### src/rtl/bp_host_io_arbiter_pkg.sv
// Shared helpers for the host I/O arbiter slice.
// Messages stay opaque vectors; only width math lives here.
package bp_host_io_arbiter_pkg;

   // Index width that never collapses to zero bits.
   function automatic int unsigned safe_clog2(
      input int unsigned n
   );
      return (n <= 1) ? 1 : $clog2(n);
   endfunction

endpackage

### src/rtl/bp_host_io_arbiter_rr.sv
// Round-robin arbiter: picks the first valid requester
// searching from a pointer that moves past each winner.
// Ports: clk_i, reset_n_i, reqs_i (valids), yumi_i/yumi_id_i
// (accepted requester), grant_v_o/grant_id_o (current pick).
module bp_host_io_arbiter_rr
   import bp_host_io_arbiter_pkg::*;
#(
   parameter int unsigned num_req_p = 4,
   localparam int unsigned TagW = safe_clog2(num_req_p)
) (
   input  logic                 clk_i,
   input  logic                 reset_n_i,
   input  logic [num_req_p-1:0] reqs_i,
   input  logic                 yumi_i,
   input  logic [TagW-1:0]      yumi_id_i,
   output logic                 grant_v_o,
   output logic [TagW-1:0]      grant_id_o
);

   logic [TagW-1:0] r_ptr;
   int unsigned     w_idx;

   // Scan from the far end back toward the pointer so the
   // last hit written is the nearest one at or after it.
   always_comb begin
      grant_v_o  = 1'b0;
      grant_id_o = '0;
      w_idx      = 0;
      for (int k = num_req_p - 1; k >= 0; k--) begin
         w_idx = (int'(r_ptr) + k) % num_req_p;
         if (reqs_i[w_idx]) begin
            grant_v_o  = 1'b1;
            grant_id_o = TagW'(w_idx);
         end
      end
   end

   // Advance past whoever was actually accepted, which may
   // be a locked grant rather than the current pick.
   always_ff @(posedge clk_i) begin
      if (!reset_n_i) begin
         r_ptr <= '0;
      end else if (yumi_i) begin
         if (yumi_id_i == TagW'(num_req_p - 1))
            r_ptr <= '0;
         else
            r_ptr <= yumi_id_i + TagW'(1);
      end
   end

endmodule

### src/rtl/bp_host_io_arbiter_tagq.sv
// In-order tag queue holding the source id of each command
// in flight. Ports: v_i/data_i push, yumi_i pop, data_o head,
// empty_o/full_o status.
module bp_host_io_arbiter_tagq
   import bp_host_io_arbiter_pkg::*;
#(
   parameter int unsigned width_p = 2,
   parameter int unsigned els_p   = 32,
   localparam int unsigned PtrW = safe_clog2(els_p),
   localparam int unsigned CntW = $clog2(els_p + 1)
) (
   input  logic               clk_i,
   input  logic               reset_n_i,
   input  logic               v_i,
   input  logic [width_p-1:0] data_i,
   input  logic               yumi_i,
   output logic [width_p-1:0] data_o,
   output logic               empty_o,
   output logic               full_o
);

   logic [width_p-1:0] r_mem [els_p];
   logic [PtrW-1:0]    r_wptr;
   logic [PtrW-1:0]    r_rptr;
   logic [CntW-1:0]    r_cnt;

   function automatic logic [PtrW-1:0] bump(
      input logic [PtrW-1:0] p
   );
      return (p == PtrW'(els_p - 1)) ? '0 : p + PtrW'(1);
   endfunction

   always_ff @(posedge clk_i) begin
      if (v_i)
         r_mem[r_wptr] <= data_i;
   end

   always_ff @(posedge clk_i) begin
      if (!reset_n_i) begin
         r_wptr <= '0;
         r_rptr <= '0;
         r_cnt  <= '0;
      end else begin
         if (v_i)
            r_wptr <= bump(r_wptr);
         if (yumi_i)
            r_rptr <= bump(r_rptr);
         if (v_i && !yumi_i)
            r_cnt <= r_cnt + CntW'(1);
         else if (!v_i && yumi_i)
            r_cnt <= r_cnt - CntW'(1);
      end
   end

   assign data_o  = r_mem[r_rptr];
   assign empty_o = (r_cnt == '0);
   assign full_o  = (r_cnt == CntW'(els_p));

endmodule

### src/rtl/bp_host_io_arbiter.sv
// Shares one host command/response channel among requesters.
// Ports: req_* per-requester channels, host_* shared channel,
// drain_i/idle_o quiesce, outstanding_o count, err_o stray.
module bp_host_io_arbiter
   import bp_host_io_arbiter_pkg::*;
#(
   parameter int unsigned num_req_p         = 4,
   parameter int unsigned msg_width_p       = 128,
   parameter int unsigned max_outstanding_p = 32,
   localparam int unsigned TagW = safe_clog2(num_req_p),
   localparam int unsigned CntW =
      $clog2(max_outstanding_p + 1),
   localparam int unsigned ReqW = num_req_p * msg_width_p
) (
   input  logic                   clk_i,
   input  logic                   reset_n_i,
   input  logic [ReqW-1:0]        req_cmd_i,
   input  logic [num_req_p-1:0]   req_cmd_v_i,
   output logic [num_req_p-1:0]   req_cmd_ready_and_o,
   output logic [ReqW-1:0]        req_resp_o,
   output logic [num_req_p-1:0]   req_resp_v_o,
   input  logic [num_req_p-1:0]   req_resp_yumi_i,
   output logic [msg_width_p-1:0] host_cmd_o,
   output logic                   host_cmd_v_o,
   input  logic                   host_cmd_ready_and_i,
   input  logic [msg_width_p-1:0] host_resp_i,
   input  logic                   host_resp_v_i,
   output logic                   host_resp_yumi_o,
   input  logic                   drain_i,
   output logic                   idle_o,
   output logic [CntW-1:0]        outstanding_o,
   output logic                   err_o
);

   typedef enum logic [1:0] {
      e_run,
      e_drain,
      e_idle
   } state_e;

   state_e          r_state;
   logic            r_idle;
   logic            r_err;
   logic            r_lock;
   logic [TagW-1:0] r_lock_id;
   logic [CntW-1:0] r_cnt;

   logic            w_arb_v;
   logic [TagW-1:0] w_arb_id;
   logic            w_gnt_v;
   logic [TagW-1:0] w_gnt_id;
   logic [TagW-1:0] w_head;
   logic            w_empty;
   logic            w_full;
   logic            w_cmd_v;
   logic            w_push;
   logic            w_resp_v;
   logic            w_pop;
   logic            w_stray;

   bp_host_io_arbiter_rr #(
      .num_req_p (num_req_p)
   ) u_rr (
      .clk_i      (clk_i),
      .reset_n_i  (reset_n_i),
      .reqs_i     (req_cmd_v_i),
      .yumi_i     (w_push),
      .yumi_id_i  (w_gnt_id),
      .grant_v_o  (w_arb_v),
      .grant_id_o (w_arb_id)
   );

   bp_host_io_arbiter_tagq #(
      .width_p (TagW),
      .els_p   (max_outstanding_p)
   ) u_tagq (
      .clk_i     (clk_i),
      .reset_n_i (reset_n_i),
      .v_i       (w_push),
      .data_i    (w_gnt_id),
      .yumi_i    (w_pop),
      .data_o    (w_head),
      .empty_o   (w_empty),
      .full_o    (w_full)
   );

   // A presented-but-unaccepted command pins the grant.
   assign w_gnt_id = r_lock ? r_lock_id : w_arb_id;
   assign w_gnt_v  = r_lock ? req_cmd_v_i[r_lock_id]
                            : w_arb_v;

   assign w_resp_v = reset_n_i & host_resp_v_i & ~w_empty;
   assign w_pop    = w_resp_v & req_resp_yumi_i[w_head];
   assign w_stray  = reset_n_i & host_resp_v_i & w_empty;

   // A same-cycle pop frees a slot for a command while full.
   assign w_cmd_v = reset_n_i & w_gnt_v
                  & (~w_full | w_pop)
                  & (r_state == e_run);
   assign w_push  = w_cmd_v & host_cmd_ready_and_i;

   always_comb begin
      req_cmd_ready_and_o = '0;
      req_resp_v_o        = '0;
      if (w_push)
         req_cmd_ready_and_o[w_gnt_id] = 1'b1;
      if (w_resp_v)
         req_resp_v_o[w_head] = 1'b1;
   end

   assign host_cmd_o =
      req_cmd_i[w_gnt_id*msg_width_p +: msg_width_p];
   assign host_cmd_v_o     = w_cmd_v;
   assign req_resp_o       = {num_req_p{host_resp_i}};
   assign host_resp_yumi_o = w_pop | w_stray;
   assign idle_o           = r_idle;
   assign err_o            = r_err;
   assign outstanding_o    = r_cnt;

   // Lock only survives while the command stays presented,
   // so leaving e_run or a dropped valid releases it.
   always_ff @(posedge clk_i) begin
      if (!reset_n_i) begin
         r_lock    <= 1'b0;
         r_lock_id <= '0;
         r_cnt     <= '0;
         r_err     <= 1'b0;
      end else begin
         r_lock    <= w_cmd_v & ~host_cmd_ready_and_i;
         r_lock_id <= w_gnt_id;
         r_err     <= r_err | w_stray;
         if (w_push && !w_pop)
            r_cnt <= r_cnt + CntW'(1);
         else if (!w_push && w_pop)
            r_cnt <= r_cnt - CntW'(1);
      end
   end

   always_ff @(posedge clk_i) begin
      if (!reset_n_i) begin
         r_state <= e_run;
         r_idle  <= 1'b0;
      end else begin
         unique case (r_state)
            e_run: begin
               r_idle <= 1'b0;
               if (drain_i)
                  r_state <= e_drain;
            end
            e_drain: begin
               if (!drain_i) begin
                  r_state <= e_run;
                  r_idle  <= 1'b0;
               end else if (r_cnt == '0) begin
                  r_state <= e_idle;
                  r_idle  <= 1'b1;
               end
            end
            e_idle: begin
               if (!drain_i) begin
                  r_state <= e_run;
                  r_idle  <= 1'b0;
               end
            end
            default: begin
               r_state <= e_run;
               r_idle  <= 1'b0;
            end
         endcase
      end
   end

endmodule

### config.mk
export PLATFORM = sky130hd
export DESIGN_NAME = bp_host_io_arbiter
export DESIGN_NICKNAME = d
export VERILOG_FILES = /design/src/rtl/bp_host_io_arbiter_pkg.sv /design/src/rtl/bp_host_io_arbiter_rr.sv /design/src/rtl/bp_host_io_arbiter_tagq.sv /design/src/rtl/bp_host_io_arbiter.sv
export SDC_FILE = /design/constraint.sdc
export NUM_CORES = 1
export LEC_CHECK = 0
export CAP_MARGIN = 20
export CORE_AREA = 5 5 507 509
export CTS_BUF_LIST = sky130_fd_sc_hd__clkbuf_16
export DETAILED_ROUTE_END_ITERATION = 16
export DIE_AREA = 0 0 512 514
export DONT_BUFFER_PORTS = 1
export GPL_TIMING_DRIVEN = 0
export SYNTH_ARGS = -nofsm -noshare
export SYNTH_HDL_FRONTEND = slang
export SYNTH_SLANG_ARGS = --single-unit
### constraint.sdc
create_clock -name clk_i -period 4 [get_ports clk_i]
set_clock_uncertainty 0.15 [all_clocks]
set_input_delay 0.4 -clock clk_i [delete_from_list [all_inputs] [get_ports clk_i]]
set_output_delay 0.4 -clock clk_i [all_outputs]
set_load 0.1 [all_outputs]
==> results of run 1 <==
-- worst max-delay path: cells and delay by family (launching register included) --
| kind | cells | cell delay (ns) |
|---|---|---|
| AO/OA/AOI/OAI | 8 | 1.27 |
| AND/OR/NAND/NOR | 5 | 1.10 |
| buffers and inverters | 4 | 0.63 |
| adder cells (fa/ha/maj) | 2 | 0.41 |
| flip-flops | 1 | 0.37 |
| XOR/XNOR | 1 | 0.11 |
-- layer usage --
layer  global-route usage  wire length (µm)  vias up
li1                     -                 -     3685
met1                0.127             59600     5258
met2                0.283            110000     1263
met3                0.100             30500      518
met4               0.0267              4790      174
met5                    0              1180        -
-- what timing repair did --
item | 4_1_cts | 5_1_grt
buffers inserted | 8 | 18
pin swaps | 12 | 24
hold buffers | 1 | 0
endpoints found under the hold margin | 1 | 0
cloned | 2 | 2
resized for setup | 47 | 44
setup endpoints to repair | 141 | 30
-- stage by stage --
stage / cell area [µm²] / TNS [ns]
final: 17600 / -0.214
after global routing: 17500 / -1.31
after CTS: 17000 / -0.301
after detailed placement: 16400 / -16.45
after global placement: 16100 / -68.35
after floorplan: 11900 / 0
-- worst paths after layout --
check,endpoint,slack [ns],cells past startpoint
worst max register to register,outstanding_o[5]$_SDFFE_PN0P_,-0.11,20
worst min register to register,flop,0.38,2
worst max-delay path,outstanding_o[5]$_SDFFE_PN0P_,-0.11,20
worst min-delay path,err_o$_SDFF_PN0_,0.06,2
-- state kept, by name (all words and copies together), names as in the netlist, named ones only --
| signal | count |
|---|---|
| u_rr.r_ptr | 2 |
| r_lock_id | 2 |
| u_tagq.r_wptr | 5 |
| u_tagq.r_mem | 64 |
| err_o | 1 |
| r_state | 2 |
| r_lock | 1 |
| u_tagq.r_cnt | 6 |
| idle_o | 1 |
| u_tagq.r_rptr | 5 |
| outstanding_o | 6 |
-- synth_stat cells (all sizes together) (2+ instances only) --
cell type | instances | area (µm²)
a21o | 3 | 22.5
a21oi | 26 | 134
a22oi | 4 | 30.0
a31o | 2 | 17.5
and2 | 8 | 51.3
and2b | 2 | 15.0
and3 | 39 | 244
and3b | 3 | 26.3
buf | 538 | 4030
clkbuf | 19 | 71.3
dfxtp | 36 | 721
edfxtp | 64 | 1920
fa | 2 | 40.0
ha | 20 | 250
inv | 15 | 56.3
mux2i | 28 | 280
mux4 | 136 | 3060
nand2 | 22 | 82.6
nand2b | 5 | 31.3
nand3 | 7 | 35.0
nand3b | 3 | 22.5
nor2 | 36 | 138
nor3 | 6 | 35.0
nor3b | 5 | 37.5
nor4 | 2 | 12.5
o21ai | 7 | 38.8
o21bai | 2 | 15.0
o22ai | 2 | 12.5
o311ai | 7 | 61.3
o31ai | 3 | 36.3
or2 | 3 | 18.8
or3 | 4 | 25.0
or4 | 2 | 15.0
xnor2 | 6 | 52.6
xor2 | 5 | 43.8
-- layout make-up --
cell class / instances / area share
Timing Repair Buffer: 43 / 0.0322
Timing Repair inverter: 2 / 0.000639
Clock buffer: 9 / 0.0128
Inverter: 16 / 0.00405
Tap cell: 3366 / 0.239
Clock inverter: 7 / 0.00533
Antenna cell: 133 / 0.0189
Buffer: 556 / 0.236
Sequential cell: 100 / 0.150
Multi-Input combinational cell: 413 / 0.301
-- power by group --
part           switching (mW)  internal (mW)
combinational            9.36           2.21
sequential              0.163           1.27
clock                   0.433          0.451
total                    9.96           3.93
-- cells by family (layout without fill, tap and decap cells) --
kind of cell / count (synthesis) / count (layout) / synth area share
xor gates and xnor gates: 11 / 11 / 0.00813
and+or+nand+nor: 149 / 149 / 0.0692
muxes: 164 / 164 / 0.282
buffers and inverters: 573 / 633 / 0.351
other: 0 / 133 / 0
AOI/OAI and AO/OA: 67 / 67 / 0.0418
DFF: 100 / 100 / 0.223
adders and majority gates: 22 / 22 / 0.0245
-- cell usage in the layout, fill, tap and decap left out, types with 6 or more instances in the layout --
| cell type | instances |
|---|---|
| edfxtp_1 | 64 |
| a21oi_1 | 19 |
| mux2i_1 | 19 |
| nor2_1 | 34 |
| mux2i_2 | 8 |
| o311ai_0 | 6 |
| ha_1 | 18 |
| buf_12 | 14 |
| and3_1 | 38 |
| diode_2 | 133 |
| inv_1 | 12 |
| clkbuf_2 | 8 |
| dfxtp_1 | 33 |
| buf_4 | 540 |
| nand2_1 | 20 |
| a21oi_2 | 6 |
| buf_2 | 8 |
| clkbuf_1 | 11 |
| clkbuf_16 | 10 |
| mux4_2 | 136 |
==> metrics, run 1 <==
status=complete, but fails checks; failing checks=setup timing; gp weighted congestion=0.842; HP Start=host_resp_v_i; pins over their slew limit=0; CP max stage delay=0.37 ns; PD cells=788 nW/µm²; CORE AREA=253000 µm²; post-route antenna net violation count=0; Critical Path RT=4.13 ns; critical path peak fanout=5; GR Util All Layers=0.148; Crit Path Class=reg2reg; drt via density=2.35; routed vias=10898; final setup fails=4; setup ws final=-0.114 ns; io pins=1311; CP arrival=4.24 ns; Layout Utilization=0.0698; 1st-pass router iterations=5; gr ovfl total=0; vias in the first global route=9572; Synth Area per Inst=10.9 µm²; CTS Buf Count=9; LEAKAGE=5.81 nW; synthesis-stage register bit count=100; hold_ws=0.0605 ns; clk buf depth=2; global-route wire length before repair=226000 µm; Critical Path Start Type=flop; multi-input logic area=5300 µm²; post-synth cell types=63; Port-buffer cells=0; Overall Power=13.9 mW; final hold viol count=0; Clk Latency, worst-skew pair=0.35 ns; share of layout cells above drive strength 1=0.702; Slew HR=0.268; Least-Margin Pin Slew=1.10 ns; final wirelength=206000 µm; slowest CP cell=dfxtp_4; initial drt markers=903; register area=2650 µm²; initial antenna violation count=341; post-DP HPWL=197000 µm; unrepaired setup endpoints after global routing=yes; most used flip-flop cell after synthesis=edfxtp_1; Net count, final=1816; Fillers=29451; crit end category=flop; critical-path cell list=bufbuf_16, nor2_4, a211oi_1, and3_2, a31o_4, buf_4, o21ai_2, and3_1, nor3_2, inv_2, ha_4, inv_8, ha_4, a21o_1, a21oi_2, o21bai_1, a21oi_1, xnor2_1, or3_1, a21oi_1; die width=512 µm; synth-to-layout area growth=48.7%; pin count of the biggest net entering global routing=44; Mapped Area=11800 µm²; clk sink count=100; H-tree Lvls=3; Achievable Freq=0.243 GHz; Min Clock Period, post-route=4.11 ns; Ys Warns=0; placed cell count=4468; DP Worst Slack=-0.884 ns; Chip Height=514 µm; drc violations=0; non-filler instance count after layout=4645; sequential share of the synthesized area=0.223; Starting Density=0.0469; CTS root buf=clkbuf_16; Syn Nets=1761; Post-synth ARST share=0; class of the worst hold path=in2reg; TritonCTS clock tree=yes; die area=263000 µm²; EDFF count, synth=64; DR WL/cell=44.4 µm; worst vdd ir=0.000427 V; max_cap viols=0; Site Rows=185; clk slew on worst S/H paths=0.08 ns; period utilization=1.03; Mapped Cells=1086
Power figures use the tool's default switching activity.
==> run 2: changes to the inputs <==
- SYNTH_HIERARCHICAL: not set -> 1
==> run 2 against run 1 <==
The run still ends with setup timing left. Worst hold slack got worse by 0.022 ns. Final cell count grew 15%. Register-to-register slack worse by 0.02 ns. Critical path type unchanged. Global-route usage down 0.71 points. Synthesized cell count up 63%. Largest cell class is now buffers. Sequential power decreased by 8%. Maximum frequency is 0.38% lower. Cell area grew 23%. Via count is 35% higher. Core utilization grew 1.6 points. Highest routed layer unchanged. Sequential cell count unchanged.
==> metrics, run 2 <==
Mapped Area=12600 µm² (was 11800 µm²); NetSw=9.29 mW (was 9.96 mW); final hold viol count=0 (unchanged); io pins=1311 (unchanged); Clk Latency, worst-skew pair=0.35 ns (about the same); Synth Area in Adders=0.0221 (was 0.0245); Min Clock Period, post-route=4.13 ns (was 4.11 ns); synthesis-stage register bit count=100 (unchanged); non-filler instance count after layout=5357 (was 4645); CTS Buf Count=9 (unchanged); crit end category=flop (unchanged); final setup fails=5 (was 4); initial drt markers=1059 (was 903); class of the worst hold path=in2reg (unchanged); vias in the first global route=13949 (was 9572); Synth Area in XOR/XNOR=0.00349 (was 0.00813); GR Util All Layers=0.141 (was 0.148); drc violations=0 (unchanged); critical path peak fanout=8 (was 5); routed vias=14701 (was 10898); DP Worst Slack=-1.52 ns (was -0.884 ns); synth-to-layout area growth=73.3% (was 48.7%); Top reg by flops=u_tagq/r_mem (was u_tagq.r_mem); final wirelength=197000 µm (was 206000 µm); dominant cells by area after synthesis=buf_4 (31%), nand2_1 (16%), edfxtp_1 (15%), and3_1 (6.8%), a31oi_1 (6.4%) (was buf_4 (33%), mux4_2 (26%), edfxtp_1 (16%), dfxtp_1 (6.1%), mux2i_1 (2.4%)); simple-gate portion of the synthesized area=0.280 (was 0.0692); sequential share of the synthesized area=0.210 (was 0.223); Yosys top cell by area=buf_4 (unchanged); Combinational Power Share=0.847 (was 0.833); pin count of the biggest net entering global routing=40 (was 44); Critical Path RT=4.13 ns (about the same); max_cap viols=0 (unchanged); pins over their slew limit=0 (unchanged); clk sink count=100 (unchanged); Achievable Freq=0.242 GHz (was 0.243 GHz); post-synth cell types=56 (was 63); Crit Path Class=reg2reg (unchanged); worst vdd ir=0.000396 V (was 0.000427 V); HP Start=reset_n_i (was host_resp_v_i); gp weighted congestion=0.987 (was 0.842); H-tree Lvls=3 (unchanged); 1st-pass router iterations=5 (unchanged); DR WL/cell=36.8 µm (was 44.4 µm); critical-path cell list=buf_8, buf_4, mux4_2, a22oi_1, nand4_1, buf_4, mux4_2, nand2_4, a221oi_4, and2_4, ha_4, inv_8, ha_4, or4_4, o211ai_1, mux2i_1 (was bufbuf_16, nor2_4, a211oi_1, and3_2, a31o_4, buf_4, o21ai_2, and3_1, nor3_2, inv_2, ha_4, inv_8, ha_4, a21o_1, a21oi_2, o21bai_1, a21oi_1, xnor2_1, or3_1, a21oi_1); Least-Margin Pin Slew=1.08 ns (was 1.10 ns); top-count cell post-synth=nand2_1 (was buf_4); max FFs per register=64 (unchanged); setup ws final=-0.129 ns (was -0.114 ns); Chip Height=514 µm (unchanged); share of layout cells above drive strength 1=0.487 (was 0.702); most common cell after layout, fill and taps aside=buf_4 (unchanged); Mapped Cells=1773 (was 1086); status=complete, but fails checks (unchanged); Net count, final=2595 (was 1816); Post-synth ARST share=0 (unchanged); CORE AREA=253000 µm² (unchanged); mux cell area share after synthesis=0.0388 (was 0.282); post-DP HPWL=184000 µm (was 197000 µm); most frequent cells in the layout=buf_4 (548), nand2_1 (514), and3_1 (123) (was buf_4 (540), mux4_2 (136), edfxtp_1 (64)); Port-buffer cells=0 (unchanged); Syn Nets=2447 (was 1761); CP arrival=4.26 ns (was 4.24 ns); sequential power share=0.094 (was 0.103); CP max stage delay=0.49 ns (was 0.37 ns); die area=263000 µm² (unchanged); gr ovfl total=0 (unchanged); compound-gate portion of the synthesized area=0.0996 (was 0.0418); die width=512 µm (unchanged); drt via density=2.74 (was 2.35); post-route antenna net violation count=0 (unchanged); failing checks=setup timing (unchanged); Site Rows=185 (unchanged); most frequent cells after synthesis=nand2_1 (525), buf_4 (513), and3_1 (136), a31oi_1 (129), edfxtp_1 (64) (was buf_4 (513), mux4_2 (136), edfxtp_1 (64), and3_1 (39), dfxtp_1 (36)); Slew HR=0.279 (was 0.268); top cell type's share of synthesized area=0.307 (was 0.325); clk slew on worst S/H paths=0.07 ns (was 0.08 ns); Crit path buffers/inverters=4 (unchanged); Critical Path Start Type=flop (unchanged); EDFF count, synth=64 (unchanged); P_int=4.70 mW (was 3.93 mW); PD cells=643 nW/µm² (was 788 nW/µm²); largest family of logic cells by synthesized area=buffers and inverters (unchanged); initial antenna violation count=204 (was 341); clk buf depth=2 (unchanged); global-route wire length before repair=226000 µm (about the same); Starting Density=0.0497 (was 0.0469); Top Family by Delay on Critical Path=multiplexers (was compound AO/OA/AOI/OAI gates); TritonCTS clock tree=yes (unchanged); most used flip-flop cell after synthesis=edfxtp_1 (unchanged); Ys Warns=6 (was 0); period utilization=1.03 (about the same); slowest CP cell=mux4_2 (was dfxtp_4); placed cell count=5247 (was 4468); unrepaired setup endpoints after global routing=yes (unchanged); switching share of power=0.664 (was 0.717); Synth Area per Inst=7.08 µm² (was 10.9 µm²); share of power burned in the clock network=0.058 (was 0.064); LEAKAGE=8.15 nW (was 5.81 nW); CTS root buf=clkbuf_16 (unchanged)
==> run 2: timing repair <==
item	CTS	global route
resized for setup	141	18
hold endpoints to repair	1	0
hold buffers	1	0
gates cloned	2	0
pin swaps	45	15
setup endpoints to repair	215	106
buffers inserted	29	6
==> run 2: worst reg2reg max path, cell delays in order (launching register included) <==
cell and delay [ns]:
dfxtp_2 0.33, buf_8 0.13, buf_4 0.12, mux4_2 0.49, a22oi_1 0.18, nand4_1 0.12, buf_4 0.19, mux4_2 0.39
nand2_4 0.10, a221oi_4 0.33, and2_4 0.24, ha_4 0.17, inv_8 0.06, ha_4 0.15, or4_4 0.47, o211ai_1 0.23
mux2i_1 0.21
==> run 2: logic make-up after synthesis <==
kind of cell | after synthesis
DFF | 100
and+or+nand+nor | 788
muxes | 41
xor gates and xnor gates | 5
adders and majority gates | 21
AOI/OAI and AO/OA | 192
buffers and inverters | 626
==> run 2: cell type report <==
class | count | area, µm²
Multi-Input combinational cell | 1047 | 7120
Sequential cell | 100 | 2650
Timing Repair Buffer | 144 | 2710
Buffer | 604 | 4540
Tap cell | 3366 | 4210
Clock inverter | 7 | 47.5
Inverter | 15 | 90.1
Fill cell | 29357 | 231000
Antenna cell | 65 | 163
Clock buffer | 9 | 225
==> run 2: power by group through the flow <==
| stage | combinational, mW | sequential (mW) | clock [mW] |
|---|---|---|---|
| after floorplan | 7.21 | 1.51 | 0 |
| final | 11.9 | 1.32 | 0.813 |
| after CTS | 12.0 | 1.32 | 0.831 |
| after detailed placement | 11.6 | 1.35 | 0 |
| after global routing | 12.2 | 1.33 | 0.877 |
| after global placement | 9.27 | 1.61 | 0 |
==> run 2: metal layers <==
metal  track usage  vias up  part of all wire
met4        0.0434       92             0.034
met3        0.0703      344              0.12
met1         0.157     7034              0.37
met2         0.235     1417              0.47
li1              -     5814                 -
met5             0        -            0.0031
==> run 2: worst paths after layout <==
| check | end | slack [ns] | cells past startpoint |
|---|---|---|---|
| setup / recovery | outstanding_o[5]$_SDFFE_PN0P_ | -0.13 | 16 |
| hold / removal | u_rr/r_ptr[1]$_SDFFE_PN0P_ | 0.04 | 1 |
| setup reg to reg | outstanding_o[5]$_SDFFE_PN0P_ | -0.13 | 16 |
| hold reg to reg | r_state[0]$_SDFFE_PN0P_ | 0.35 | 1 |
==> run 2: per-stage QoR <==
stage / power (mW) / hold slack [ns] / setup TNS (ns) / util / instance area [µm²]
2_1_floorplan: 8.72 / 0.301 / -21.18 / - / 12800
3_3_place_gp: 10.9 / 0.332 / -525.10 / 0.0673 / 17000
3_5_place_dp: 13.0 / 0.331 / -179.75 / 0.0813 / 20500
4_1_cts: 14.2 / 0.0347 / -1.45 / 0.0852 / 21500
5_1_grt: 14.4 / 0.0252 / -3.32 / 0.0858 / 21700
6_report: 14.0 / 0.0390 / -0.394 / 0.0861 / 21800
==> run 3: changes to the inputs <==
- CELL_PAD_IN_SITES_DETAIL_PLACEMENT: not set -> 0
- CELL_PAD_IN_SITES_GLOBAL_PLACEMENT: not set -> 1
- CORE_AREA: 5 5 507 509 -> 5 5 510 512
- DIE_AREA: 0 0 512 514 -> 0 0 515 517
- PLACE_DENSITY_LB_ADDON: not set -> 0.1
- RECOVER_POWER: not set -> 25
==> run 3 against run 2 <==
The flow still finishes with violations (setup timing). Sequential power up 5%. Worst hold slack worse by 0.0065 ns. Cell area down 0.71%. Sequential cell count unchanged. Global-route usage down 4.5 points.
==> metrics, run 3 (same netlist as run 2, synthesis figures left out) <==
status=complete, but fails checks (unchanged); failing checks=setup timing (unchanged); max_cap viols=0 (unchanged); die area=266000 µm² (was 263000 µm²); clk sink count=100 (unchanged); Crit Path Class=reg2out (was reg2reg); critical-path cell list=buf_12, mux4_2, a22oi_2, nand4_1, buf_6, mux4_2, nand2_8, a221oi_4, buf_4, buf_16, buf_1, and4_4 (was buf_8, buf_4, mux4_2, a22oi_1, nand4_1, buf_4, mux4_2, nand2_4, a221oi_4, and2_4, ha_4, inv_8, ha_4, or4_4, o211ai_1, mux2i_1); PD cells=645 nW/µm² (was 643 nW/µm²); io pins=1311 (unchanged); post-route antenna net violation count=0 (unchanged); DP Worst Slack=-1.32 ns (was -1.52 ns); critical path peak fanout=7 (was 8); CTS Buf Count=9 (unchanged); Slew HR=0.198 (was 0.279); NetSw=8.85 mW (was 9.29 mW); Least-Margin Pin Slew=1.21 ns (was 1.08 ns); global-route wire length before repair=166000 µm (was 226000 µm); most common cell after layout, fill and taps aside=nand2_1 (was buf_4); Chip Height=517 µm (was 514 µm); placed cell count=5300 (was 5247); Starting Density=0.0492 (was 0.0497); final hold viol count=0 (unchanged); Reg2Reg Depth=16 (unchanged); Site Rows=186 (was 185); Top reg by flops=u_tagq/r_mem (unchanged); Min Clock Period, post-route=4.13 ns (about the same); DR WL/cell=25.5 µm (was 36.8 µm); multi-input logic area=6840 µm² (was 7120 µm²); share of layout cells above drive strength 1=0.383 (was 0.487); synth-to-layout area growth=72.0% (was 73.3%); Critical Path Start Type=flop (unchanged); Layout Utilization=0.0846 (was 0.0861); class of the worst hold path=in2reg (unchanged); final wirelength=137000 µm (was 197000 µm); vias in the first global route=13996 (was 13949); clk slew on worst S/H paths=0.08 ns (was 0.07 ns); routed vias=13060 (was 14701); most frequent cells in the layout=nand2_1 (519), buf_4 (338), clkbuf_1 (231) (was buf_4 (548), nand2_1 (514), and3_1 (123)); post-DP HPWL=122000 µm (was 184000 µm); CTS root buf=clkbuf_16 (unchanged); unrepaired setup endpoints after global routing=yes (unchanged); initial antenna violation count=75 (was 204); setup ws final=-0.130 ns (was -0.129 ns); Fillers=30000 (was 29357); share of power burned in the clock network=0.064 (was 0.058); CP max stage delay=0.51 ns (was 0.49 ns); gp weighted congestion=0.786 (was 0.987); clk buf depth=2 (unchanged); Combinational Power Share=0.836 (was 0.847); LEAKAGE=7.82 nW (was 8.15 nW); final setup fails=4 (was 5); Achievable Freq=0.242 GHz (about the same); period utilization=1.03 (about the same); non-filler instance count after layout=5366 (was 5357); 1st-pass router iterations=5 (unchanged); sequential power share=0.100 (was 0.094); register area=2650 µm² (about the same); H-tree Lvls=3 (unchanged); switching share of power=0.635 (was 0.664); Critical Path RT=3.45 ns (was 4.13 ns); crit end category=output port (was flop); Port-buffer cells=0 (unchanged); pins over their slew limit=0 (unchanged); gr ovfl total=0 (unchanged); CORE AREA=255000 µm² (was 253000 µm²); initial drt markers=549 (was 1059); P_int=5.09 mW (was 4.70 mW); Clk Latency, worst-skew pair=0.37 ns (was 0.35 ns); pin count of the biggest net entering global routing=25 (was 40); GR Util All Layers=0.0957 (was 0.141); CP arrival=3.58 ns (was 4.26 ns); most frequent CP cell=mux4_2; TritonCTS clock tree=yes (unchanged); drt via density=2.43 (was 2.74); max FFs per register=64 (unchanged); hold path depth=1 (unchanged); Net count, final=2631 (was 2595); drc violations=0 (unchanged); die width=515 µm (was 512 µm); worst vdd ir=0.000439 V (was 0.000396 V); slowest CP cell=mux4_2 (unchanged)
## run 3: layout make-up
type	count	area share
well taps	3384	0.196
clock buffers	9	0.0104
diodes	20	0.00232
clock inverters	7	0.00272
inverters	15	0.00406
plain buffers	607	0.173
flip-flops and latches	100	0.123
multi-input cells	1047	0.317
repair buffers	177	0.172
## run 3: metal layers
metal,vias to the layer above,global-route usage,share of wire
met2,648,0.186,0.55
met1,6423,0.104,0.37
li1,5837,-,-
met3,124,0.0297,0.072
met4,28,0.00875,0.0062
met5,-,0,0.0015
## run 3: power groups by stage
stage	sequential (mW)	clock [mW]	combinational, mW
floorplan	1.51	0	7.21
global placement	1.59	0	8.88
detailed placement	1.42	0	11.6
CTS	1.40	0.963	12.0
global route	1.41	0.996	12.1
finish	1.39	0.897	11.6
## run 3: what timing repair did
item	CTS	global route
pin swaps	32	13
endpoints found under the setup margin	216	103
setup buffers	27	5
cloned	2	0
resized for setup	108	46
hold endpoints to repair	1	0
hold buffers	1	0
## run 3: worst paths after layout
path / slack, ns / end / startpoint
setup / recovery: -0.13 / req_cmd_ready_and_o[0] / flop
hold / removal: 0.03 / u_rr/r_ptr[1]$_SDFFE_PN0P_ / reset_n_i
setup reg to reg: -0.08 / outstanding_o[5]$_SDFFE_PN0P_ / flop
hold reg to reg: 0.35 / r_state[0]$_SDFFE_PN0P_ / r_state[1]$_SDFFE_PN0P_
## run 3: critical path: cells and delay by family, from the launching register on
kind	cells	cell delay, ns
compound gates	2	0.51
buf+inv	5	0.77
flops	1	0.34
mux	2	0.92
simple gates	3	0.64
## run 3: metrics by stage
| stage | TNS, ns | cell area [µm²] | total power, mW | hold slack (ns) |
|---|---|---|---|---|
| 2_1_floorplan | -21.18 | 12800 | 8.72 | 0.301 |
| 3_3_place_gp | -494.31 | 17000 | 10.5 | 0.327 |
| 3_5_place_dp | -188.57 | 21200 | 13.0 | 0.327 |
| 4_1_cts | -1.11 | 22200 | 14.4 | 0.00407 |
| 5_1_grt | -1.99 | 21600 | 14.5 | 0.0146 |
| 6_report | -0.264 | 21600 | 13.9 | 0.0325 |
